==> config.mk <==
export PLATFORM = sky130hd
export DESIGN_NAME = norm_unit_flat
export DESIGN_NICKNAME = d
export VERILOG_FILES = /design/src/rtl/norm_unit_if.sv /design/src/rtl/norm_unit.sv /design/src/flat_wrapper.sv
export SDC_FILE = /design/constraint.sdc
export NUM_CORES = 1
export LEC_CHECK = 0
export CAP_MARGIN = 10
export CORE_AREA = 5 5 69 71
export DETAILED_ROUTE_END_ITERATION = 16
export DIE_AREA = 0 0 74 76
export HOLD_SLACK_MARGIN = 0.12
export PLACE_DENSITY = 0.82
export SYNTH_ARGS = -nofsm -noshare
export SYNTH_HDL_FRONTEND = slang
export SYNTH_SLANG_ARGS = --single-unit
==> constraint.sdc <==
create_clock -name clk -period 4.8 [get_ports clk]
set_input_delay 0.96 -clock clk [delete_from_list [all_inputs] [get_ports clk]]
set_output_delay 0.96 -clock clk [all_outputs]
set_load 0.01 [all_outputs]
==> src/rtl/norm_unit_if.sv <==
// norm_unit_if: request/result handshake bundle for the iterative normalizer.
//   Request side : in_valid, in_ready, in_data[15:0], in_signed
//   Result side  : out_valid, out_ready, out_data[15:0], out_count[4:0], out_zero
// Modports:
//   master - the requester/consumer (drives requests, accepts results)
//   slave  - the normalizer itself
interface norm_unit_if;
  logic        in_valid;
  logic        in_ready;
  logic [15:0] in_data;
  logic        in_signed;
  logic        out_valid;
  logic        out_ready;
  logic [15:0] out_data;
  logic [4:0]  out_count;
  logic        out_zero;

  modport master (
    output in_valid, in_data, in_signed, out_ready,
    input  in_ready, out_valid, out_data, out_count, out_zero
  );

  modport slave (
    input  in_valid, in_data, in_signed, out_ready,
    output in_ready, out_valid, out_data, out_count, out_zero
  );
endinterface

==> src/rtl/norm_unit.sv <==
// norm_unit: iterative 16-bit normalizer. Shifts the accepted word left one
// bit per cycle until it is normalized (unsigned: MSB set; signed: the two
// top bits differ) and returns the normalized word plus the shift count so a
// later funnel-shifter pass can undo it. A zero input is short-cut straight
// to the result with count 16 (unsigned) or 15 (signed) and out_zero set.
// Ports:
//   clk   - clock, rising edge
//   rst_n - asynchronous active-low reset
//   bus   - norm_unit_if.slave (request and result valid/ready handshakes)
module norm_unit (
  input  logic         clk,
  input  logic         rst_n,
  norm_unit_if.slave   bus
);

  typedef enum logic [1:0] {
    ST_IDLE  = 2'd0,
    ST_SHIFT = 2'd1,
    ST_DONE  = 2'd2
  } state_e;

  state_e      state_q,     state_d;
  logic [15:0] work_q,      work_d;
  logic        sgn_q,       sgn_d;
  logic [4:0]  count_q,     count_d;
  // Result registers are separate from the work register so the visible
  // outputs only move when a result is published.
  logic [15:0] res_data_q,  res_data_d;
  logic [4:0]  res_count_q, res_count_d;
  logic        res_zero_q,  res_zero_d;
  logic        in_ready_q,  in_ready_d;
  logic        out_valid_q, out_valid_d;
  logic        norm_s;

  // Normalized test on the current work word for the latched mode.
  always_comb begin
    if (sgn_q) begin
      norm_s = work_q[15] ^ work_q[14];
    end else begin
      norm_s = work_q[15];
    end
  end

  // Next-state, datapath and result-publish logic.
  always_comb begin
    state_d     = state_q;
    work_d      = work_q;
    sgn_d       = sgn_q;
    count_d     = count_q;
    res_data_d  = res_data_q;
    res_count_d = res_count_q;
    res_zero_d  = res_zero_q;

    case (state_q)
      ST_IDLE: begin
        if (bus.in_valid) begin
          sgn_d   = bus.in_signed;
          count_d = 5'd0;
          if (bus.in_data == 16'h0000) begin
            // No bit to find: report full-width shift directly.
            work_d      = 16'h0000;
            res_data_d  = 16'h0000;
            res_count_d = bus.in_signed ? 5'd15 : 5'd16;
            res_zero_d  = 1'b1;
            state_d     = ST_DONE;
          end else begin
            work_d  = bus.in_data;
            state_d = ST_SHIFT;
          end
        end else begin
          state_d = ST_IDLE;
        end
      end
      ST_SHIFT: begin
        if (norm_s) begin
          res_data_d  = work_q;
          res_count_d = count_q;
          res_zero_d  = 1'b0;
          state_d     = ST_DONE;
        end else begin
          work_d  = {work_q[14:0], 1'b0};
          count_d = count_q + 5'd1;
        end
      end
      ST_DONE: begin
        if (bus.out_ready) begin
          state_d = ST_IDLE;
        end else begin
          state_d = ST_DONE;
        end
      end
      default: begin
        state_d = ST_IDLE;
      end
    endcase

    // Handshake outputs are registered decodes of the next state, which
    // makes them identical to decoding the current state one cycle later.
    in_ready_d  = (state_d == ST_IDLE);
    out_valid_d = (state_d == ST_DONE);
  end

  // State and datapath registers with asynchronous reset.
  always_ff @(posedge clk or negedge rst_n) begin
    if (!rst_n) begin
      state_q     <= ST_IDLE;
      work_q      <= 16'h0000;
      sgn_q       <= 1'b0;
      count_q     <= 5'd0;
      res_data_q  <= 16'h0000;
      res_count_q <= 5'd0;
      res_zero_q  <= 1'b0;
      in_ready_q  <= 1'b1;
      out_valid_q <= 1'b0;
    end else begin
      state_q     <= state_d;
      work_q      <= work_d;
      sgn_q       <= sgn_d;
      count_q     <= count_d;
      res_data_q  <= res_data_d;
      res_count_q <= res_count_d;
      res_zero_q  <= res_zero_d;
      in_ready_q  <= in_ready_d;
      out_valid_q <= out_valid_d;
    end
  end

  assign bus.in_ready  = in_ready_q;
  assign bus.out_valid = out_valid_q;
  assign bus.out_data  = res_data_q;
  assign bus.out_count = res_count_q;
  assign bus.out_zero  = res_zero_q;

endmodule

==> src/flat_wrapper.sv <==
// flat-port wrapper written by rule: the top's interface ports become plain ports
module norm_unit_flat 
  (clk, rst_n, bus_in_valid, bus_in_data, bus_in_signed, bus_out_ready, bus_in_ready, bus_out_valid, bus_out_data, bus_out_count, bus_out_zero);
  norm_unit_if bus_i ();
  input  logic clk;
  input  logic rst_n;
  input wire logic [$bits(bus_i.in_valid)-1:0] bus_in_valid;
  input wire logic [$bits(bus_i.in_data)-1:0] bus_in_data;
  input wire logic [$bits(bus_i.in_signed)-1:0] bus_in_signed;
  input wire logic [$bits(bus_i.out_ready)-1:0] bus_out_ready;
  output wire logic [$bits(bus_i.in_ready)-1:0] bus_in_ready;
  output wire logic [$bits(bus_i.out_valid)-1:0] bus_out_valid;
  output wire logic [$bits(bus_i.out_data)-1:0] bus_out_data;
  output wire logic [$bits(bus_i.out_count)-1:0] bus_out_count;
  output wire logic [$bits(bus_i.out_zero)-1:0] bus_out_zero;
  assign bus_i.in_valid = bus_in_valid;
  assign bus_i.in_data = bus_in_data;
  assign bus_i.in_signed = bus_in_signed;
  assign bus_i.out_ready = bus_out_ready;
  assign bus_in_ready = bus_i.in_ready;
  assign bus_out_valid = bus_i.out_valid;
  assign bus_out_data = bus_i.out_data;
  assign bus_out_count = bus_i.out_count;
  assign bus_out_zero = bus_i.out_zero;
  norm_unit u_core (.clk(clk), .rst_n(rst_n), .bus(bus_i));
endmodule
=== Yosys cells after proc, flatten, opt, wreduce, memory -nomap -nowiden ===
Cells that the tools add are included.

* Add/subtract/negate cells: 1
* Equality and inequality tests: 7
* Muxes and demuxes: 26
* Bitwise operators: 1
* Reduce and logical (&&, ||, !) cells: 7

{| class="wikitable"
|+ Operators by type and width
! cell !! count
|-
| $mux 16 || 6
|-
| $pmux 16 s2 || 2
|-
| $mux 5 || 6
|-
| $pmux 5 s2 || 2
|-
| $logic_not 16->1 || 1
|-
| $mux 2 || 4
|-
| $pmux 2 s3 || 1
|-
| $add 5x1->5 const B || 1
|-
| $eq 2x2->1 const B || 2
|-
| $logic_not 2->1 || 2
|-
| $mux 1 || 4
|-
| $ne 2x1->1 const B || 2
|-
| $ne 2x2->1 const B || 2
|-
| $reduce_and 4->1 || 1
|-
| $reduce_and 3->1 || 1
|-
| $eq 2x1->1 const B || 1
|-
| $pmux 1 s2 || 1
|-
| $reduce_and 2->1 || 1
|-
| $reduce_bool 2->1 || 1
|-
| $xor 1x1->1 || 1
|}

* Flip-flop bits (word level): 48
* Output and inout port bits: 24
* Logic and storage cells: 51

=== Logic depth before layout (Yosys ltp) ===
Gate-level depths: netlist (run 1).

* Depth after elaboration: 5
* Mapped depth: 6
* Gate-level depth less buffers: 4

=== Worst setup path before layout (run 1) ===
No wires, ideal clock.

* Path kind: input-to-reg
* Start: input bus_in_data[10]
* End: register u_core.res_count_q[0], in the netlist u_core.bus.out_count[0]
* Setup time: 0.126 ns
* Arrival time: 2.015 ns
* Path slack: 2.659 ns
* Stages: 4
* Path buffers: 0
* Cells stage by stage: nor4_1 -> nand4_1 -> o21a_4 -> a221o_1

* Cells in the longest elaborated chain, start to end: 3

{| class="wikitable"
|+ Ends and longest elaborated chain
! element !! RTL line !! text
|-
| from (decl) || flat_wrapper.sv:8 || <nowiki>input wire logic [$bits(bus_i.in_data)-1:0] bus_in_data;</nowiki>
|-
| $logic_not 16->1 || norm_unit.sv:59 || <nowiki>if (bus.in_data == 16'h0000) begin</nowiki>
|-
| $ne 2x1->1 (no line) || - ||
|-
| $reduce_and 4->1 (no line) || - ||
|-
| to (signal assigned) || norm_unit.sv:121 || <nowiki>res_count_q <= res_count_d;</nowiki>
|-
| to (decl) || norm_unit.sv:29 || <nowiki>logic [4:0] res_count_q, res_count_d;</nowiki>
|}

Every way passes these cells.
A chain may end at the register's enable or synchronous reset.

=== Final worst setup path (run 1) ===
* Start: input bus_in_data[2]
* End: register u_core.res_data_q[1], in the netlist u_core.bus.out_data[1]

* Cells in the longest elaborated chain, start to end: 3

{| class="wikitable"
|+ Ends and longest elaborated chain
! element !! RTL line !! text
|-
| $logic_not 16->1 || norm_unit.sv:59 ||
|-
| $ne 2x1->1 (no line) || - ||
|-
| $reduce_and 4->1 (no line) || - ||
|-
| to (signal assigned) || norm_unit.sv:120 || <nowiki>res_data_q <= res_data_d;</nowiki>
|-
| to (decl) || norm_unit.sv:28 || <nowiki>logic [15:0] res_data_q, res_data_d;</nowiki>
|}

Every way passes these cells.

==> results of run 1 <==
==> final cells by class <==
type	count	share of cell area, %
Clock buffer	8	3.401
Sequential cell	48	45.39
Timing Repair Buffer	46	17.01
Tap cell	52	2.456
Multi-Input combinational cell	146	31.74
==> metal layers <==
| metal | part of all wire (%) | GRT usage, % | vias to the layer above |
|---|---|---|---|
| met5 | 0 | 0 | - |
| met2 | 49 | 27.22 | 33 |
| met3 | 4.3 | 4.090 | 8 |
| li1 | - | - | 804 |
| met1 | 45 | 24.63 | 769 |
| met4 | 2.0 | 7.428 | 0 |
==> critical path: cells and delay by family <==
| kind | cells | cell delay, ns |
|---|---|---|
| simple gates | 3 | 1.21 |
| buf+inv | 1 | 0.46 |
| compound gates | 1 | 0.20 |
==> Yosys cell counts, types with 2 or more instances <==
| cell | instances | area share (%) |
|---|---|---|
| nand4_1 | 3 | 0.89 |
| clkbuf_1 | 2 | 0.36 |
| o31ai_1 | 2 | 0.71 |
| xor2_1 | 2 | 0.83 |
| a221o_1 | 5 | 2.4 |
| nor4_1 | 5 | 1.5 |
| buf_2 | 3 | 0.71 |
| nand2_1 | 59 | 11 |
| nor2_1 | 5 | 0.89 |
| o21ai_0 | 14 | 3.3 |
| buf_4 | 5 | 1.8 |
| mux2i_1 | 15 | 7.1 |
| nand3_1 | 2 | 0.48 |
| dfrtp_1 | 47 | 56 |
| o21ai_1 | 20 | 4.8 |
==> sequential cells by signal, indices dropped and copies added, names as in the netlist <==
register and count:
u_core.sgn_q 1, u_core.state_q 2, u_core.bus.out_data 16, u_core.bus.in_ready 1
u_core.count_q 5, u_core.bus.out_count 5, u_core.bus.out_valid 1, u_core.bus.out_zero 1
u_core.work_q 16
==> power by group <==
part           switching (W)  internal, W  total (W)
clock               0.000125     0.000118   0.000242
combinational       0.000358     0.000325   0.000683
sequential          0.000113     0.000570   0.000683
==> cell families after synthesis <==
group           count (synthesis)  share of synthesized area (%)
xor+xnor                        2                         0.8330
flops                          48                          57.17
fa+ha+maj                       1                         0.5948
mux                            15                          7.138
simple gates                   79                          16.42
compound gates                 49                          14.99
buf+inv                        10                          2.856
==> stage by stage <==
step	power (W)	util (%)	std cells
2_1_floorplan	0.001123	-	204
3_3_place_gp	0.001359	61.30	292
3_5_place_dp	0.001381	61.30	292
4_1_cts	0.001623	63.46	300
5_1_grt	0.001749	63.46	300
6_report	0.001609	63.46	300
==> worst paths after layout <==
kind,startpoint,end,slack [ns],cells after the start
setup / recovery,bus_in_data[2],u_core.bus.out_data[1]$_DFFE_PN0P_,2.12,5
hold / removal,u_core.bus.out_zero$_DFFE_PN0P_,u_core.bus.out_zero$_DFFE_PN0P_,0.49,1
setup reg to reg,u_core.state_q[1]$_DFF_PN0_,u_core.bus.out_count[1]$_DFFE_PN0P_,2.38,4
hold reg to reg,u_core.bus.out_zero$_DFFE_PN0P_,u_core.bus.out_zero$_DFFE_PN0P_,0.49,1
max in group asynchronous,rst_n,u_core.sgn_q$_DFFE_PN0P_,3.31,1
min in group asynchronous,rst_n,u_core.work_q[1]$_DFFE_PN0P_,0.85,1
==> metrics.txt, run 1 <==
crit path DAT 2.84 ns; CP cell instances clkdlybuf4s50_1 > nor4_1 > nand4_1 > nor2_2 > o21ai_0; CP required 4.95 ns; storage element area 0.001202 sq mm; cts hold-fix bufs 0; layout cell share with drive strength beyond 1 6.452%; Rel. slew slack 30.01%; number of antenna diodes 0; Syn Inst Count 204; clock buffer depth 2; drt wl/cell 14.88 microns; Final Skew 0.003727 ns; synth unique cells 30; final setup TNS 0 ns; outcome completed; largest net degree at the start of global routing 49; Buffers on Ports 44; number of DRC markers in iteration 0 104; Post-synth EDFFs 0; CTS Sinks 48; register area share after synthesis between 50 and 60%; worst hold slack approximately 0.49 ns; FFs w/ async S/R, synth 100.0%; Worst Setup Start Kind input pin; maximum vdd drop 321.7 uV; Pre-antenna DRT Iters 4; final antenna-violating net count 0; Die W 74 microns; post-DP HPWL 3198 microns; WL final 4465 microns; initial antenna violation count 0; Num CTS Buffers 5; RSZ-0062 raised after global routing false; filler cell count 346; Initial Util 50.39%; first-pass GRT wire length 7886 microns; Pleak 1.165 nW; Clock Tree Root clkbuf_8; H-tree Lvls 2; P&R area growth vs syn 25.94%; crit end category flip-flop; number of max-cap violations 0; pre-CTS setup slack 1.785 ns; CP max stage delay 0.58 ns; Synth Area per Inst roughly 10 sq um; final instance area 0.002649 sq mm; synth warn 0; Period minus WS final 2.684 ns; Slew @ Worst Pin 1.050 ns; vias per cell 5.380; Synth Net Count ~230; final net count 269; #FFs+latches synth 48; clock slew at reported path FFs 0.08 ns; ys flop type dfrtp_1; critical-path maximum fanout 17; pwr dens 607.4 mW/mm^2; post-CTS sizing 0; clock latency on the worst-skew pair 0.30 ns; Hold WC Path Type flip-flop to flip-flop; Final WS setup 2.116 ns; most frequent cells in the layout nand2_1, dfrtp_1, clkdlybuf4s50_1, o21ai_1, mux2i_1; routed via count 1614; Ports 45; Netlist Area Pre-Place 0.002103 sq mm; Post-CTS Setup Inserts 0; most common cell after layout, fill and taps aside nand2_1; period utilization 55.91%; Fin. Hold Viols 0; DP Area 0.002559 sq mm; fin. max-slew vios 0; kind of critical path input pin to flip-flop; area taken by multi-input logic gates 840.8 sq um; CTS tree done; Crit-path slowest cell nor2_2; setup violators final 0; total grt overflow 0; drc violations 0; die footprint 0.005624 sq mm; Max Clk Rate 0.3726 GHz; core area 0.004174 sq mm; vias in the first global route 1648; Row Count 24; die height 76 microns; Total GRT Usage 17.98%; GP Congestion 0.7948
Note: power is estimated with default switching activity, not from simulation.
==> inputs of run 2 (changes only) <==
CORE_AREA = 5 5 75 77   (was 5 5 69 71)
DIE_AREA = 0 0 80 82   (was 0 0 74 76)
PLACE_DENSITY = 0.73   (was 0.82)
clock period = 2.3 ns   (was 4.8 ns; I/O delays follow)
==> metrics.txt, run 2 (synthesis gave the netlist of run 1 again) <==
clock slew at reported path FFs 0.08 ns; Clock Tree Root clkbuf_8; Sw Share between 30% and 40%; fin. max-slew vios 0; drc violations 0; Fin. Hold Viols 0; Pre-antenna DRT Iters 4; post-DP HPWL about 3500 microns; number of antenna diodes 0; Pwr Total 0.003475 W; number of DRC markers in iteration 0 110; Die W 80 microns; drt wl/cell 14.98 microns; Sequential Power Share between 40 and 50%; Pleak 1.218 nW; routed via count 1657; Num CTS Buffers 5; Pint approximately 0.0022 W; clock buffer depth 2; Total GRT Usage between 10% and 20%; GP Congestion approximately 0.8; routed length on met2 2360 microns; Row Count 26; total grt overflow 0; crit end category flip-flop; final setup TNS 0 ns; Comb power frac between 40 and 50%; critical-path maximum fanout 5; CP required approximately 2.5 ns; Rel. slew slack 58.26%; Hold WC Path Type input pin to asynchronous set/reset pin; Worst Setup Start Kind input pin; period utilization 83.35%; post-CTS sizing 0; most common cell after layout, fill and taps aside nand2_1; uppermost layer routed met4; DP Area 0.002669 sq mm; Final WS setup 0.3829 ns; core area between 0.004 and 0.005 sq mm; largest net degree at the start of global routing 49; storage element area 0.001202 sq mm; die footprint 0.006560 sq mm; maximum vdd drop 445.8 uV; WL met1 2314 microns; pwr dens ~1300 mW/mm^2; P&R area growth vs syn 31.35%; vias in the first global route 1703; kind of critical path input pin to flip-flop; Max Clk Rate 0.5216 GHz; Post-CTS Setup Inserts 0; routed wl met3 about 190 microns; Ports 45; Buffers on Ports 44; filler cell count around 460; H-tree Lvls 2; number of max-cap violations 0; RSZ-0062 raised after global routing false; Period minus WS final 1.917 ns; clock latency on the worst-skew pair 0.30 ns; outcome completed; initial antenna violation count 0; final net count ~280; first-pass GRT wire length 8169 microns; vias per cell 5.052; most frequent cells in the layout nand2_1, dfrtp_1, clkdlybuf4s50_1, o21ai_1, mux2i_1; die height 82 microns; Sw Pwr between 0.001 and 0.0015 W; WL final between 4000 and 5000 microns; Initial Util 42.54%; cts hold-fix bufs 0; final antenna-violating net count 0; Clock power frac approximately 15%; Final Skew 0.01103 ns; setup violators final 0; CTS Sinks 48; pre-CTS setup slack between 0.1 and 0.15 ns; Slew @ Worst Pin 0.6248 ns; final instance area 0.002763 sq mm; area taken by multi-input logic gates 840.8 sq um; layout cell share with drive strength beyond 1 10.47%; crit path DAT 2.14 ns; CTS tree done
[run 2: cell types whose count changed in the layout (fill, tap and decap cells not counted), sizes merged]
cell      delta
clkbuf       -1
clkinvlp     +1
buf         +10
[run 2: stage by stage]
step / utilization (%) / std cells / hold slack [ns]
global placement: 53.97 / 320 / 0.4618
CTS: 55.87 / 328 / 0.1370
detailed placement: 53.97 / 320 / 0.4642
floorplan: - / 204 / 0.1644
global route: 55.87 / 328 / 0.1432
finish: 55.87 / 328 / 0.1310
[run 2: cell type report]
type                    count  share of cell area, %
clock buffers               7                  3.125
clock inverters             1                 0.2717
multi-input cells         146                  30.43
flip-flops and latches     48                  43.52
well taps                  70                  3.170
repair buffers             56                  19.47
[run 2: critical path: stages]
cell	delay, ns
clkdlybuf4s50_1	0.44
nor4_1	0.40
nand4_1	0.19
buf_4	0.19
nor2_1	0.29
a221o_1	0.18
[run 2: layer usage]
metal  global-route usage, %  up-vias
li1                        -      822
met1                   20.89      799
met2                   27.40       32
met3                   3.618        4
met4                   4.054        0
met5                       0        -
[run 2: worst paths after layout]
kind	start	to	slack, ns	cells past startpoint
max in group asynchronous	rst_n	u_core.bus.in_ready$_DFF_PN1_	1.91	2
max reg2reg	u_core.work_q[15]$_DFFE_PN0P_	u_core.bus.out_data[14]$_DFFE_PN0P_	0.49	5
max	bus_in_data[2]	u_core.bus.out_count[1]$_DFFE_PN0P_	0.38	6
min in group clk	u_core.bus.out_zero$_DFFE_PN0P_	u_core.bus.out_zero$_DFFE_PN0P_	0.49	1
min	rst_n	u_core.bus.out_valid$_DFF_PN0_	0.13	2
min reg2reg	u_core.bus.out_zero$_DFFE_PN0P_	u_core.bus.out_zero$_DFFE_PN0P_	0.49	1
[run 2: power by group through the flow]
stage	combinational [W]	clock, W	sequential (W)
6_report	0.00152	0.000513	0.00144
5_1_grt	0.00168	0.000567	0.00149
4_1_cts	0.00155	0.000530	0.00144
3_5_place_dp	0.00153	0	0.00145
3_3_place_gp	0.00149	0	0.00145
2_1_floorplan	0.000873	0	0.00147
